[config.mk]
export PLATFORM = sky130hd
export DESIGN_NAME = hvac_mode_sequencer
export DESIGN_NICKNAME = d
export VERILOG_FILES = /design/src/rtl/hvac_pkg.sv /design/src/rtl/hvac_mode_sequencer_button_conditioner.sv /design/src/rtl/hvac_mode_sequencer.sv
export SDC_FILE = /design/constraint.sdc
export NUM_CORES = 1
export LEC_CHECK = 0
export CAP_MARGIN = 5
export CORE_ASPECT_RATIO = 2
export CORE_UTILIZATION = 35
export CTS_BUF_LIST = sky130_fd_sc_hd__clkbuf_8
export CTS_CLUSTER_SIZE = 25
export DETAILED_ROUTE_END_ITERATION = 6
export HOLD_SLACK_MARGIN = 0.03
export SLEW_MARGIN = 20
export SYNTH_ARGS = -nofsm -noshare
export SYNTH_HDL_FRONTEND = slang
export SYNTH_SLANG_ARGS = --single-unit
[constraint.sdc]
create_clock -name clk -period 4 [get_ports clk]
set_input_delay 0.8 -clock clk [delete_from_list [all_inputs] [get_ports clk]]
set_output_delay 0.8 -clock clk [all_outputs]
set_load 0.02 [all_outputs]
[src/rtl/hvac_pkg.sv]
// Shared constants and helpers for the climate-controller mode sequencer.
package hvac_pkg;

  typedef enum logic [1:0] {
    MODE_OFF       = 2'd0,
    MODE_AUTOMATIC = 2'd1,
    MODE_FAST_COOL = 2'd2,
    MODE_ECO       = 2'd3
  } hvac_mode_e;

  function automatic int clog2_min1(input int n);
    if (n <= 2) begin
      return 1;
    end else begin
      return $clog2(n);
    end
  endfunction

endpackage

[src/rtl/hvac_mode_sequencer_button_conditioner.sv]
// Synchronises, debounces and edge-detects one raw button; also times long holds.
module button_conditioner
  import hvac_pkg::*;
#(
  parameter int DEBOUNCE_CYCLES = 16,
  parameter int HOLD_CYCLES     = 1000
) (
  input  logic clk,
  input  logic rst,
  input  logic btn,
  output logic level,
  output logic press,
  output logic held
);

  localparam int CNT_W = clog2_min1(DEBOUNCE_CYCLES + 1);
  localparam int TMR_W = clog2_min1(HOLD_CYCLES + 1);

  logic             sync1_q, sync2_q;
  logic             level_q, level_d;
  logic             level_dly_q;
  logic             press_q, press_d;
  logic             held_q, held_d;
  logic [CNT_W-1:0] cnt_q, cnt_d;
  logic [TMR_W-1:0] tmr_q, tmr_d;

  always_comb begin
    level_d = level_q;
    cnt_d   = cnt_q;
    if (sync2_q != level_q) begin
      if (cnt_q == CNT_W'(DEBOUNCE_CYCLES - 1)) begin
        level_d = ~level_q;
        cnt_d   = CNT_W'(0);
      end else begin
        cnt_d = cnt_q + CNT_W'(1);
      end
    end else begin
      cnt_d = CNT_W'(0);
    end

    // Hold timer saturates so the held pulse cannot repeat until release.
    if (!level_q) begin
      tmr_d = TMR_W'(0);
    end else if (tmr_q != TMR_W'(HOLD_CYCLES)) begin
      tmr_d = tmr_q + TMR_W'(1);
    end else begin
      tmr_d = tmr_q;
    end

    press_d = level_q & ~level_dly_q;
    // Registered one edge early so the pulse lands HOLD_CYCLES edges after the rise.
    held_d  = level_q && (tmr_q == TMR_W'(HOLD_CYCLES - 2));
  end

  always_ff @(posedge clk or negedge rst) begin
    if (!rst) begin
      sync1_q     <= 1'b0;
      sync2_q     <= 1'b0;
      level_q     <= 1'b0;
      level_dly_q <= 1'b0;
      press_q     <= 1'b0;
      held_q      <= 1'b0;
      cnt_q       <= CNT_W'(0);
      tmr_q       <= TMR_W'(0);
    end else begin
      sync1_q     <= btn;
      sync2_q     <= sync1_q;
      level_q     <= level_d;
      level_dly_q <= level_q;
      press_q     <= press_d;
      held_q      <= held_d;
      cnt_q       <= cnt_d;
      tmr_q       <= tmr_d;
    end
  end

  assign level = level_q;
  assign press = press_q;
  assign held  = held_q;

endmodule

[src/rtl/hvac_mode_sequencer.sv]
// Steps the climate operating mode from debounced next/prev buttons, with lock and long-press force-OFF.
module hvac_mode_sequencer
  import hvac_pkg::*;
#(
  parameter int  NUM_MODES         = 4,
  parameter int  DEBOUNCE_CYCLES   = 16,
  parameter int  LONG_PRESS_CYCLES = 1000,
  parameter int  RESET_MODE        = 0,
  parameter int  WRAP              = 1,
  localparam int MODE_W            = clog2_min1(NUM_MODES)
) (
  input  logic              clk,
  input  logic              rst,
  input  logic              btn_next,
  input  logic              btn_prev,
  input  logic              lock,
  output logic [MODE_W-1:0] current_mode,
  output logic              mode_changed,
  output logic              long_press
);

  localparam logic [MODE_W-1:0] MODE_MAX = MODE_W'(NUM_MODES - 1);
  localparam logic [MODE_W-1:0] MODE_MIN = MODE_W'(MODE_OFF);

  logic              next_press, prev_press, next_held;
  logic [MODE_W-1:0] mode_q, mode_d;
  logic              mode_changed_q, long_press_q;

  button_conditioner #(
    .DEBOUNCE_CYCLES(DEBOUNCE_CYCLES),
    .HOLD_CYCLES    (LONG_PRESS_CYCLES)
  ) u_next (
    .clk  (clk),
    .rst  (rst),
    .btn  (btn_next),
    .level(),
    .press(next_press),
    .held (next_held)
  );

  button_conditioner #(
    .DEBOUNCE_CYCLES(DEBOUNCE_CYCLES),
    .HOLD_CYCLES    (LONG_PRESS_CYCLES)
  ) u_prev (
    .clk  (clk),
    .rst  (rst),
    .btn  (btn_prev),
    .level(),
    .press(prev_press),
    .held ()
  );

  // Force-OFF overrides lock and any step; simultaneous next+prev cancel out.
  always_comb begin
    mode_d = mode_q;
    if (next_held) begin
      mode_d = MODE_MIN;
    end else if (!lock && next_press && !prev_press) begin
      if (mode_q == MODE_MAX) begin
        mode_d = (WRAP != 0) ? MODE_MIN : mode_q;
      end else begin
        mode_d = mode_q + MODE_W'(1);
      end
    end else if (!lock && prev_press && !next_press) begin
      if (mode_q == MODE_MIN) begin
        mode_d = (WRAP != 0) ? MODE_MAX : mode_q;
      end else begin
        mode_d = mode_q - MODE_W'(1);
      end
    end else begin
      mode_d = mode_q;
    end
  end

  always_ff @(posedge clk or negedge rst) begin
    if (!rst) begin
      mode_q         <= MODE_W'(RESET_MODE);
      mode_changed_q <= 1'b0;
      long_press_q   <= 1'b0;
    end else begin
      mode_q         <= mode_d;
      mode_changed_q <= (mode_d != mode_q);
      long_press_q   <= next_held;
    end
  end

  assign current_mode = mode_q;
  assign mode_changed = mode_changed_q;
  assign long_press   = long_press_q;

endmodule

==> reports/qor.txt <==
Die Y - 96.5 um
Ratio of final minimum period to clock period - 0.552
Hpwl dp - 1.83 mm
R2R setup slack - 2.32 ns
Sink count of the clock tree - 35
Worst Path Buf+Inv - 1
Clock buffer count from CTS - 5
Initial antenna violation count - 0
Fill count - 418
CTS tree - built
Unrepaired setup endpoints after global routing - no
Top_reg_cell synth - dfrtp_1
Syn-to-layout area delta - 17.2%
Grt ovf - 0
Peak supply drop - 0.269 mV
Post-synth EDFFs - 0
Synthesized area per cell - 11.6 um^2
Full die area - 4760 um^2
Crit path max-delay cell type - clkdlybuf4s50_1
Setup Viol. Count Final - 0
CP peak stage delay - 0.65 ns
Kind of critical path - reg -> out
Vias in the first global route - 1019
Leakage power - 0.000828 uW
Fin. max-slew vios - 0
Reg clk slew, reported paths - 0.07 ns
Residual DRC - 0
Drt wl/cell - 12.4 um
Outcome - finished clean
Root buffer cell - clkbuf_8
Post-CTS sizing - 0
Port buffer count - 8
Initial Util - 0.364
Worst min path class - reg -> reg
Worst Setup End Kind - output pin
DRT Wirelength - 2.53 mm
Synthesis warning total - 0
Async set or reset register ratio after synthesis - 1.00
Largest net degree at the start of global routing - 36
Maxcap violations - 0
Pwr dens - 394 nW/um^2
Power Total - 723 uW
CP startpoint kind - register
GP Congestion - 0.813
I/O pins - 9
Area of the core - 4300 um^2
DR iter-0 viols - 27
Syn_nets - 147
Req. time, crit path - 3.20 ns
Mapped Area - 1560 um^2
Hold-fix buffers, CTS - 0
Via density - 4.90
Post CTS Setup Buffer Count - 0
Unique cell type count in the Yosys netlist - 35
Synth top area share - 0.560
Nets@finish - 162
Routed vias - 1005
CP delay by family, top - buffers and inverters
Final min period - 2.21 ns
Critical-path cell list - clkdlybuf4s50_1
TNS Setup - 0 ns
Top cells by area, synth - dfrtp_1 56%, ha_1 5.6%, xor2_1 3.9%
Clock buffer depth - 2
Syn Inst Count - 135
Clock latency on the worst-skew pair - 0.28 ns
Relative slew slack - 0.711
Cell Rows - 34
First-pass GRT wire length - 4.26 mm
#FFs+latches synth - 35
Pin slew with the least headroom to its limit - 0.433 ns
Antenna cells - 0
Commonest non-fill, non-tap cell in the layout - dfrtp_1
Layout cells sized above 1 - 0.0927
Critical path peak fanout - 9
Commonest cells after routing, fill and taps aside - 35 x dfrtp_1, 10 x nor2_1, 8 x and2_1, 8 x inv_1, 8 x clkdlybuf4s50_1
Leading area contributor after synthesis - dfrtp_1
Worst Skew - 0.00524 ns
H-tree depth - 2
Fmax - 453 MHz
Register area share after synthesis - 0.560
Drt pass-1 iters - 4
Final Hold Fails - 0
Die Wd - 49.3 um
Antenna-violating nets left - 0
GRT Resource Usage Total - 0.120
Data arrival time of the critical path - 1.41 ns
==> report_power, final <==
group	internal (uW)	switching, uW	leakage (uW)
Sequential	362	5.85	0.000471
Clock	202	123	0.0000612
Combinational	13.5	17.0	0.000296
Total	577	146	0.000828
==> metrics by stage <==
step	instances	hold slack [ns]	cell area, um^2	util	setup slack [ns]
5_1_grt	205	0.357	1830	0.427	1.74
6_report	205	0.354	1830	0.427	1.79
2_1_floorplan	135	0.331	1560	-	2.29
4_1_cts	205	0.356	1830	0.427	1.78
3_3_place_gp	197	0.332	1720	0.399	1.73
3_5_place_dp	197	0.340	1720	0.399	1.65
==> per-layer routing <==
metal | track usage | vias up | wire [um]
met1 | 0.107 | 499 | 953
met4 | 0.0931 | 0 | 46
met5 | 0 | - | 0
met3 | 0.0188 | 4 | 48
met2 | 0.234 | 10 | 1490
li1 | - | 492 | -
==> logic make-up (layout without fill, tap and decap cells) <==
kind of cell,count (synthesis),in the layout,share of synthesized area
AO/OA/AOI/OAI,13,13,0.0568
XOR/XNOR,13,13,0.0728
adder cells (fa/ha/maj),7,7,0.0560
buffers and inverters,9,25,0.0216
flip-flops,35,35,0.560
multiplexers,3,3,0.0208
AND/OR/NAND/NOR,55,55,0.212
==> worst paths after layout <==
| path | start | endpoint | cells after the start |
|---|---|---|---|
| min in group asynchronous | rst | u_next.cnt_q[0] | 2 |
| worst max register to register | current_mode[0] | mode_changed | 5 |
| worst min register to register | u_prev.sync1_q | u_prev.sync2_q | 0 |
| worst min-delay path | u_prev.sync1_q | u_prev.sync2_q | 0 |
| worst max-delay path | current_mode[0] | current_mode[0] | 1 |
| max in group asynchronous | rst | mode_changed | 2 |
==> Yosys cell counts, types with 2 or more instances <==
| library cell | count |
|---|---|
| mux2_2 | 2 |
| inv_1 | 8 |
| nand4_1 | 3 |
| nor3_1 | 3 |
| xor2_1 | 7 |
| dfrtp_1 | 35 |
| o21ai_0 | 4 |
| nor4b_1 | 2 |
| nand2_1 | 2 |
| a21boi_0 | 2 |
| nor2_1 | 10 |
| nand3_1 | 7 |
| and3_1 | 2 |
| nor2b_1 | 6 |
| or3_1 | 3 |
| ha_1 | 7 |
| o21a_1 | 2 |
| and2_1 | 8 |
| xnor2_1 | 6 |
==> worst register-to-register path, delay by kind of cell (launching register included) <==
kind            cells  cell delay, ns
compound gates      1            0.13
fa+ha+maj           1            0.23
flops               1            0.46
simple gates        3            0.79
==> flip-flops by register name (all words and copies together) (netlist names) <==
| register | flops |
|---|---|
| mode_changed | 1 |
| u_next.sync2_q | 1 |
| u_prev.sync1_q | 1 |
| u_next.sync1_q | 1 |
| u_prev.cnt_q | 5 |
| u_next.cnt_q | 5 |
| u_next.held | 1 |
| u_next.press | 1 |
| u_prev.level_dly_q | 1 |
| u_prev.sync2_q | 1 |
| u_prev.press | 1 |
| u_next.level | 1 |
| u_next.level_dly_q | 1 |
| u_prev.level | 1 |
| u_next.tmr_q | 10 |
| long_press | 1 |
| current_mode | 2 |
==> cell type report <==
type | count | area, um^2 | share of cell area
clock buffer | 6 | 82.6 | 0.0451
timing repair buffer | 9 | 87.6 | 0.0478
clock inverter | 2 | 35.0 | 0.0191
sequential | 35 | 876 | 0.478
tap | 54 | 67.6 | 0.0369
inverter | 8 | 30.0 | 0.0164
multi-input combinational | 91 | 654 | 0.357
Power figures use the tool's default switching activity.
